File: src/rtl/vga_timing_gen.sv
// rtl/vga_timing_gen.sv - raster timing generator with frame-stable player position
// One clock per pixel; all outputs registered from the pre-increment counter state.
module vga_timing_gen #(
  parameter int H_ACTIVE  = 640,
  parameter int H_FP      = 16,
  parameter int H_SYNC    = 96,
  parameter int H_BP      = 48,
  parameter int V_ACTIVE  = 480,
  parameter int V_FP      = 10,
  parameter int V_SYNC    = 2,
  parameter int V_BP      = 33,
  parameter int PLAYER_X0 = 320,
  parameter int PLAYER_Y0 = 240
) (
  input  logic       clk_vga,
  input  logic       rst_n,
  input  logic       player_in_valid,
  input  logic [9:0] player_in_x,
  input  logic [8:0] player_in_y,
  output logic [9:0] CurrentX,
  output logic [8:0] CurrentY,
  output logic       HBlank,
  output logic       VBlank,
  output logic       HSync,
  output logic       VSync,
  output logic       frame_start,
  output logic [7:0] frame_count,
  output logic [9:0] playerPosX,
  output logic [8:0] playerPosY
);

  localparam int H_TOTAL = H_ACTIVE + H_FP + H_SYNC + H_BP;
  localparam int V_TOTAL = V_ACTIVE + V_FP + V_SYNC + V_BP;

  localparam logic [9:0] H_LAST    = 10'(H_TOTAL - 1);
  localparam logic [9:0] H_ACT     = 10'(H_ACTIVE);
  localparam logic [9:0] H_SYNC_LO = 10'(H_ACTIVE + H_FP);
  localparam logic [9:0] H_SYNC_HI = 10'(H_ACTIVE + H_FP + H_SYNC - 1);
  localparam logic [9:0] V_LAST    = 10'(V_TOTAL - 1);
  localparam logic [9:0] V_ACT     = 10'(V_ACTIVE);
  localparam logic [9:0] V_SYNC_LO = 10'(V_ACTIVE + V_FP);
  localparam logic [9:0] V_SYNC_HI = 10'(V_ACTIVE + V_FP + V_SYNC - 1);
  localparam logic [9:0] X_MAX     = 10'(H_ACTIVE - 1);
  localparam logic [8:0] Y_MAX     = 9'(V_ACTIVE - 1);
  localparam logic [9:0] X_RST     = 10'(PLAYER_X0);
  localparam logic [8:0] Y_RST     = 9'(PLAYER_Y0);

  logic [9:0] h_cnt_q, h_cnt_d;
  logic [9:0] v_cnt_q, v_cnt_d;
  logic [9:0] x_q, x_d;
  logic [8:0] y_q, y_d;
  logic       hblank_q, hblank_d;
  logic       vblank_q, vblank_d;
  logic       hsync_q, hsync_d;
  logic       vsync_q, vsync_d;
  logic       fs_q, fs_d;
  logic [7:0] fc_q, fc_d;
  logic       first_q, first_d;
  logic [9:0] pend_x_q, pend_x_d;
  logic [8:0] pend_y_q, pend_y_d;
  logic [9:0] pos_x_q, pos_x_d;
  logic [8:0] pos_y_q, pos_y_d;
  logic [9:0] in_x_clamped;
  logic [8:0] in_y_clamped;

  always_comb begin
    h_cnt_d = (h_cnt_q == H_LAST) ? 10'd0 : h_cnt_q + 10'd1;
    v_cnt_d = v_cnt_q;
    if (h_cnt_q == H_LAST) begin
      v_cnt_d = (v_cnt_q == V_LAST) ? 10'd0 : v_cnt_q + 10'd1;
    end

    hblank_d = (h_cnt_q >= H_ACT);
    vblank_d = (v_cnt_q >= V_ACT);
    hsync_d  = !((h_cnt_q >= H_SYNC_LO) && (h_cnt_q <= H_SYNC_HI));
    vsync_d  = !((v_cnt_q >= V_SYNC_LO) && (v_cnt_q <= V_SYNC_HI));
    x_d      = (!hblank_d && !vblank_d) ? h_cnt_q : 10'd0;
    y_d      = (!hblank_d && !vblank_d) ? v_cnt_q[8:0] : 9'd0;

    // The pulse that opens the first frame after reset does not count a completed frame.
    fs_d     = (h_cnt_q == 10'd0) && (v_cnt_q == 10'd0);
    fc_d     = (fs_d && !first_q) ? fc_q + 8'd1 : fc_q;
    first_d  = first_q && !fs_d;

    in_x_clamped = (player_in_x > X_MAX) ? X_MAX : player_in_x;
    in_y_clamped = (player_in_y > Y_MAX) ? Y_MAX : player_in_y;
    pend_x_d     = player_in_valid ? in_x_clamped : pend_x_q;
    pend_y_d     = player_in_valid ? in_y_clamped : pend_y_q;
    // Publishing pend_*_d gives the same-edge bypass for free.
    pos_x_d      = fs_d ? pend_x_d : pos_x_q;
    pos_y_d      = fs_d ? pend_y_d : pos_y_q;
  end

  always_ff @(posedge clk_vga or negedge rst_n) begin
    if (!rst_n) begin
      h_cnt_q  <= 10'd0;
      v_cnt_q  <= 10'd0;
      x_q      <= 10'd0;
      y_q      <= 9'd0;
      hblank_q <= 1'b1;
      vblank_q <= 1'b1;
      hsync_q  <= 1'b1;
      vsync_q  <= 1'b1;
      fs_q     <= 1'b0;
      fc_q     <= 8'd0;
      first_q  <= 1'b1;
      pend_x_q <= X_RST;
      pend_y_q <= Y_RST;
      pos_x_q  <= X_RST;
      pos_y_q  <= Y_RST;
    end else begin
      h_cnt_q  <= h_cnt_d;
      v_cnt_q  <= v_cnt_d;
      x_q      <= x_d;
      y_q      <= y_d;
      hblank_q <= hblank_d;
      vblank_q <= vblank_d;
      hsync_q  <= hsync_d;
      vsync_q  <= vsync_d;
      fs_q     <= fs_d;
      fc_q     <= fc_d;
      first_q  <= first_d;
      pend_x_q <= pend_x_d;
      pend_y_q <= pend_y_d;
      pos_x_q  <= pos_x_d;
      pos_y_q  <= pos_y_d;
    end
  end

  assign CurrentX    = x_q;
  assign CurrentY    = y_q;
  assign HBlank      = hblank_q;
  assign VBlank      = vblank_q;
  assign HSync       = hsync_q;
  assign VSync       = vsync_q;
  assign frame_start = fs_q;
  assign frame_count = fc_q;
  assign playerPosX  = pos_x_q;
  assign playerPosY  = pos_y_q;

endmodule
File: config.mk
export PLATFORM = sky130hd
export DESIGN_NAME = vga_timing_gen
export DESIGN_NICKNAME = d
export VERILOG_FILES = /design/src/rtl/vga_timing_gen.sv
export SDC_FILE = /design/constraint.sdc
export NUM_CORES = 1
export LEC_CHECK = 0
export BUFFER_PORTS_ARGS = -buffer_cell sky130_fd_sc_hd__buf_4
export CORE_MARGIN = 1
export CORE_UTILIZATION = 59
export CTS_CLUSTER_DIAMETER = 50
export DETAILED_ROUTE_END_ITERATION = 16
export PLACE_DENSITY = 0.92
export SETUP_SLACK_MARGIN = 0.15
export SYNTH_ARGS = -nofsm -noshare
export SYNTH_HDL_FRONTEND = slang
export SYNTH_SLANG_ARGS = --single-unit
File: constraint.sdc
create_clock -name clk_vga -period 6.2 [get_ports clk_vga]
set_clock_uncertainty 0.2 [all_clocks]
set_input_delay 0.31 -clock clk_vga [delete_from_list [all_inputs] [get_ports clk_vga]]
set_output_delay 0.31 -clock clk_vga [all_outputs]
set_load 0.02 [all_outputs]
# Word level (Yosys, flattened, before mapping)
# Index checks and enable logic that the tools add are counted.
# Widths: inputs -> output; s select.
[totals] register_bits=91
[op_classes] n_addsub=3 magnitude_cmp=8 eq_ne=2 n_mux=8 n_reduce_logical=14
[op_table] op="$mux 10" n=5
[op_table] op="$mux 9" n=3
[op_table] op="$add 10x1->10 const B" n=2
[op_table] op="$eq 10x10->1 const B" n=2
[op_table] op="$ge 10x10->1 const B" n=2
[op_table] op="$ge 10x9->1 const B" n=2
[op_table] op="$logic_not 10->1" n=2
[op_table] op="$gt 10x10->1 const B" n=1
[op_table] op="$le 10x10->1 const B" n=1
[op_table] op="$le 10x9->1 const B" n=1
[op_table] op="$gt 9x9->1 const B" n=1
[op_table] op="$add 8x1->8 const B" n=1
[op_table] op="$logic_and 1x1->1" n=6
[op_table] op="$logic_not 1->1" n=6

# Depth between registers and ports, before layout
[depth] depth_word=4 ltp_mapped=7

# Least setup slack after synthesis
# OpenSTA, ideal clock, no wires.
[synth_path] path_kind="flip-flop to flip-flop" start="register h_cnt_q[0]" end="register pos_x_q[0] (netlist: playerPosX[0])" setup_ps=127 t_arrival_ps=1631 required_ps=5873 path_slack_ps=4242 stages_incl_launch_ff=8 path_buffers=1 period_less_slack_ps=1958 path_cell_list="dfrtp_1 -> inv_1 -> ha_1 -> nor4b_4 -> nand4_4 -> nor2_4 -> buf_6 -> mux2_1"
[synth_between] elab_chain_len=2
[synth_lines] item="start: declaration" line_no="48" source="logic [9:0] h_cnt_q, h_cnt_d;"
[synth_lines] item="start signal: assignment" line_no="112" source="h_cnt_q <= h_cnt_d;"
[synth_lines] item="$logic_not 10->1" line_no="81" source="fs_d = (h_cnt_q == 10'd0) && (v_cnt_q == 10'd0);"
[synth_lines] item="$logic_and 1x1->1" line_no="81"
[synth_lines] item="end signal: assignment" line_no="125" source="pos_x_q <= pos_x_d;"
[synth_lines] item="end: declaration" line_no="61" source="logic [9:0] pos_x_q, pos_x_d;"
# Every way passes these cells.
# A chain may end at the register's enable or synchronous reset.

# Final worst setup path
[layout_path] start="register h_cnt_q[1]" end="register pos_y_q[8] (netlist: playerPosY[8])"
[layout_between] elab_chain_len=2
[layout_lines] item="$logic_not 10->1" line_no="81"
[layout_lines] item="$logic_and 1x1->1" line_no="81"
[layout_lines] item="end signal: assignment" line_no="126" source="pos_y_q <= pos_y_d;"
[layout_lines] item="end: declaration" line_no="62" source="logic [8:0] pos_y_q, pos_y_d;"
# Every way passes these cells.

==> results.txt <==
* Cell class contributing the biggest share of worst-path delay: simple AND/OR/NAND/NOR gates
- CTS saw 91 sinks.
* Via count of the first global-routing pass: 2564
- Among all flip-flop cells after synthesis, the most frequent one is sky130_fd_sc_hd__dfrtp_1.
* Fillcell total: 332
- Dividing total power by cell area gives a power density of 243 nW/um^2.
* Total of flip-flops plus latches after synthesis: 91
* Post-Synth Simple-Gate Area: 0.158
- Setup crit end kind: flip-flop
* Share of synthesized area occupied by flip-flops and latches: 0.619
- Post-layout instance area: 4630 um^2
* Final count of pins violating max slew: 0
- The die is 81.3 um wide.
* Worst slew pin tran: 1100 ps
* Via-per-instance ratio: 5.66
- Average detailed-routed wire length per instance: 16.8 um
* Die area: 6610 um^2
* Fraction of final layout cells with drive strength greater than 1: 0.325
- After synthesis, the largest family of logic cells by area is simple AND/OR/NAND/NOR gates.
* Antenna Violating Nets Remaining: 0
- Summing over every cut layer, the via total after detailed routing is 2532.
* Final worst path period share: 0.385
- Origin of the worst setup path: h_cnt_q[1]
- Measured against its own limit, the worst slew margin works out to 0.269.
- For this run, asynchronously set or reset flops after synthesis account for 1.00.
* Type of the tightest min-delay check: in2reg
- Placer Congestion: 0.829
* Remaining design rule violation count: 0
* Area fraction in compound gates after synthesis: 0.0603
- After the first detailed-routing iteration, the DRC count stood at 166.
- Final setup violation count: 0
- Crit path time final: 2390 ps
- After clock tree synthesis, the clock-pin slew on the worst setup and hold paths is 90 ps.
- Of the total synthesized cell area, the portion taken by XOR and XNOR cells is 0.0401.
* Global-route wire length before repair: 11900 um
* Length of the first detailed-routing pass in iterations: 4
* Max-cap violation count: 0
- Worst Hold Path EP: pend_x_q[8]
* Worst Reg2Reg Path Length in Cells: 6
* Critical-path cell list: inv_1 > ha_1 > nor4b_4 > nand4_4 > nor2_4 > mux2_2
* Pin count of the biggest net entering global routing: 92
- Overall power of the completed layout: 1.12 mW
- Slowest cell on the critical path: sky130_fd_sc_hd__nor2_4
* Critical Path Fanout Max: 21
- Counting distinct cell types in the post-synthesis netlist gives 44.
- Leaving out fill and tap cells, the most frequent cell in the layout is sky130_fd_sc_hd__dfrtp_1.
- The clock tree synthesis step divided the H-tree into 3 levels.
* Final Routed Wirelength: 7510 um
- The HPWL after detailed placement is 4770 um.
* Req. time, crit path: 6230 ps
- CTS max path bufs: 2
- The worst hold path was traced through 3 stages.
* Remaining global-route overflow: 0
- Peak supply drop: 0.152 mV
- The initial antenna violation count was 0.
- Leakage power of the design: 2.17 nW
* Reg2Reg Capture Point: playerPosY[8]
- Of the total synthesized cell area, the portion taken by full adders, half adders and majority gates is 0.0169.
- Net Count, Synth: 310
- Counting both buffers and inverters, the worst setup path holds a total of 1.
- Kind of start point of the critical path: flip-flop
- The portion of synthesized area spent on multiplexers is 0.0755.
* Die height: 81.3 um
- Cell area after synthesis: 3710 um^2
- Clock tree synthesis selected as its root buffer the cell sky130_fd_sc_hd__clkbuf_8.
* Number of buffers added by the clock tree synthesis step: 9
- Area growth from synthesis to layout: 24.7%
- Row generation in the floorplan step produced 28 rows.
* Setup TNS: 0 ps
- Hold timing on the final database bottoms out at a slack of 28.9 ps.
- Setup slack on the worst flop-to-flop path: 3810 ps
- Post-CTS repair changed the size of 0 cells.
- Counting flops with a built-in enable in the synthesized netlist gives 0.
* Signal arrival time at the worst endpoint: 2420 ps
- The count of final hold-check violations came to 0.
* Total stage count of the critical path: 6
- In this run the most critical hold path is launched from player_in_x[8].
- Clock insertion delay at the later pin of the skew report: 340 ps
- Including well taps, the total number of placed cells is 417.
- The total area inside the core boundary comes to 5990 um^2.
- Area of placed instances: 4280 um^2
- Achievable clock frequency: 418 MHz
- Setup repair after global routing left no endpoint under its margin.
- Top-level I/O count: 73
- Synthesized instance count: 283
* Clock tree from TritonCTS: built
- The worst register-to-register path begins at h_cnt_q[1].
- Gr usage total: 0.244
* Number of I/O port buffers: 72
* Mean instance size in the synthesized netlist: 13.1 um^2
* Delay contributed by the slowest stage of the critical path: 530 ps
- 0 antenna diodes ended up in the layout.
* Synthesis Warnings: 0
* Count of nets after finishing: 394
* Effective utilization at floorplan: 0.620
* Non-filler instance count after layout: 447
- Critical path class: reg2reg
- Highest-count cells in the layout ignoring fill and taps: sky130_fd_sc_hd__dfrtp_1 (74), sky130_fd_sc_hd__buf_4 (73), sky130_fd_sc_hd__mux2_1 (19)
* Status: finished clean
==> timing repair <==
item,CTS,global route
hold buffers,14,0
hold endpoints to repair,28,0
setup buffers,0,0
==> power breakdown <==
| part | switching (mW) | total [mW] | internal [mW] |
|---|---|---|---|
| Sequential | 0.00968 | 0.630 | 0.620 |
| Clock | 0.197 | 0.406 | 0.209 |
| Combinational | 0.0469 | 0.0884 | 0.0415 |
==> per-layer routing <==
layer | wire [um] | track usage | vias to the layer above
met2 | 3860 | 0.415 | 111
met3 | 418 | 0.0517 | 12
li1 | - | - | 1166
met1 | 3160 | 0.297 | 1243
met5 | 0 | 0 | -
met4 | 72 | 0.113 | 0
==> tightest hold or removal path, cell delays in order <==
cell and delay (ps):
sky130_fd_sc_hd__buf_4 90, sky130_fd_sc_hd__nand2_1 40, sky130_fd_sc_hd__o21ai_0 90
==> cell usage after synthesis (6+ instances only) <==
master / count / area, um^2
sky130_fd_sc_hd__and2_1: 13 / 81.3
sky130_fd_sc_hd__clkbuf_1: 7 / 26.3
sky130_fd_sc_hd__dfrtp_1: 74 / 1850
sky130_fd_sc_hd__dfstp_2: 17 / 447
sky130_fd_sc_hd__inv_1: 9 / 33.8
sky130_fd_sc_hd__mux2_1: 19 / 214
sky130_fd_sc_hd__nand2_1: 10 / 37.5
sky130_fd_sc_hd__nand3_1: 11 / 55.1
sky130_fd_sc_hd__nand4_1: 10 / 62.6
sky130_fd_sc_hd__nor2_1: 10 / 37.5
sky130_fd_sc_hd__nor3_1: 6 / 30.0
sky130_fd_sc_hd__o21ai_0: 9 / 45.0
sky130_fd_sc_hd__o22a_1: 12 / 105
sky130_fd_sc_hd__xnor2_1: 6 / 52.6
sky130_fd_sc_hd__xor2_1: 11 / 96.3
==> how the worst max path moves through the flow <==
stage	slack, ps	to
2_1_floorplan	4240	playerPosX[0]
3_3_place_gp	3890	playerPosY[8]
3_5_place_dp	3840	playerPosY[8]
4_1_cts	3810	playerPosY[8]
5_1_grt	3660	playerPosY[8]
6_report	3810	playerPosY[8]
==> cell families (layout without fill, tap and decap cells) <==
| kind of cell | Yosys count | in the layout |
|---|---|---|
| adder cells (fa/ha/maj) | 5 | 5 |
| AND/OR/NAND/NOR | 91 | 91 |
| AO/OA/AOI/OAI | 31 | 31 |
| flip-flops | 91 | 91 |
| XOR/XNOR | 17 | 17 |
| multiplexers | 25 | 25 |
| buffers and inverters | 23 | 112 |
==> sequential cells by signal (all words and copies together) (netlist names) <==
register / flops
frame_count: 8
v_cnt_q: 10
playerPosY: 9
pend_x_q: 10
CurrentX: 10
h_cnt_q: 10
VSync: 1
frame_start: 1
HBlank: 1
first_q: 1
CurrentY: 9
playerPosX: 10
HSync: 1
pend_y_q: 9
VBlank: 1
==> per-stage QoR <==
stage | setup slack, ps | util
after CTS | 3810 | 0.773
after floorplan | 4240 | -
final | 3810 | 0.773
after detailed placement | 3840 | 0.714
after global routing | 3660 | 0.773
after global placement | 3890 | 0.714
==> cell type report <==
class                   count  area [um^2]  share of cell area
clock buffers              11          151              0.0327
well taps                  75         93.8              0.0203
flip-flops and latches     91         2300               0.497
clock inverters             5         61.3              0.0132
repair buffers             87          688               0.149
multi-input cells         169         1300               0.281
inverters                   9         33.8             0.00730
Power figures use the tool's default switching activity.
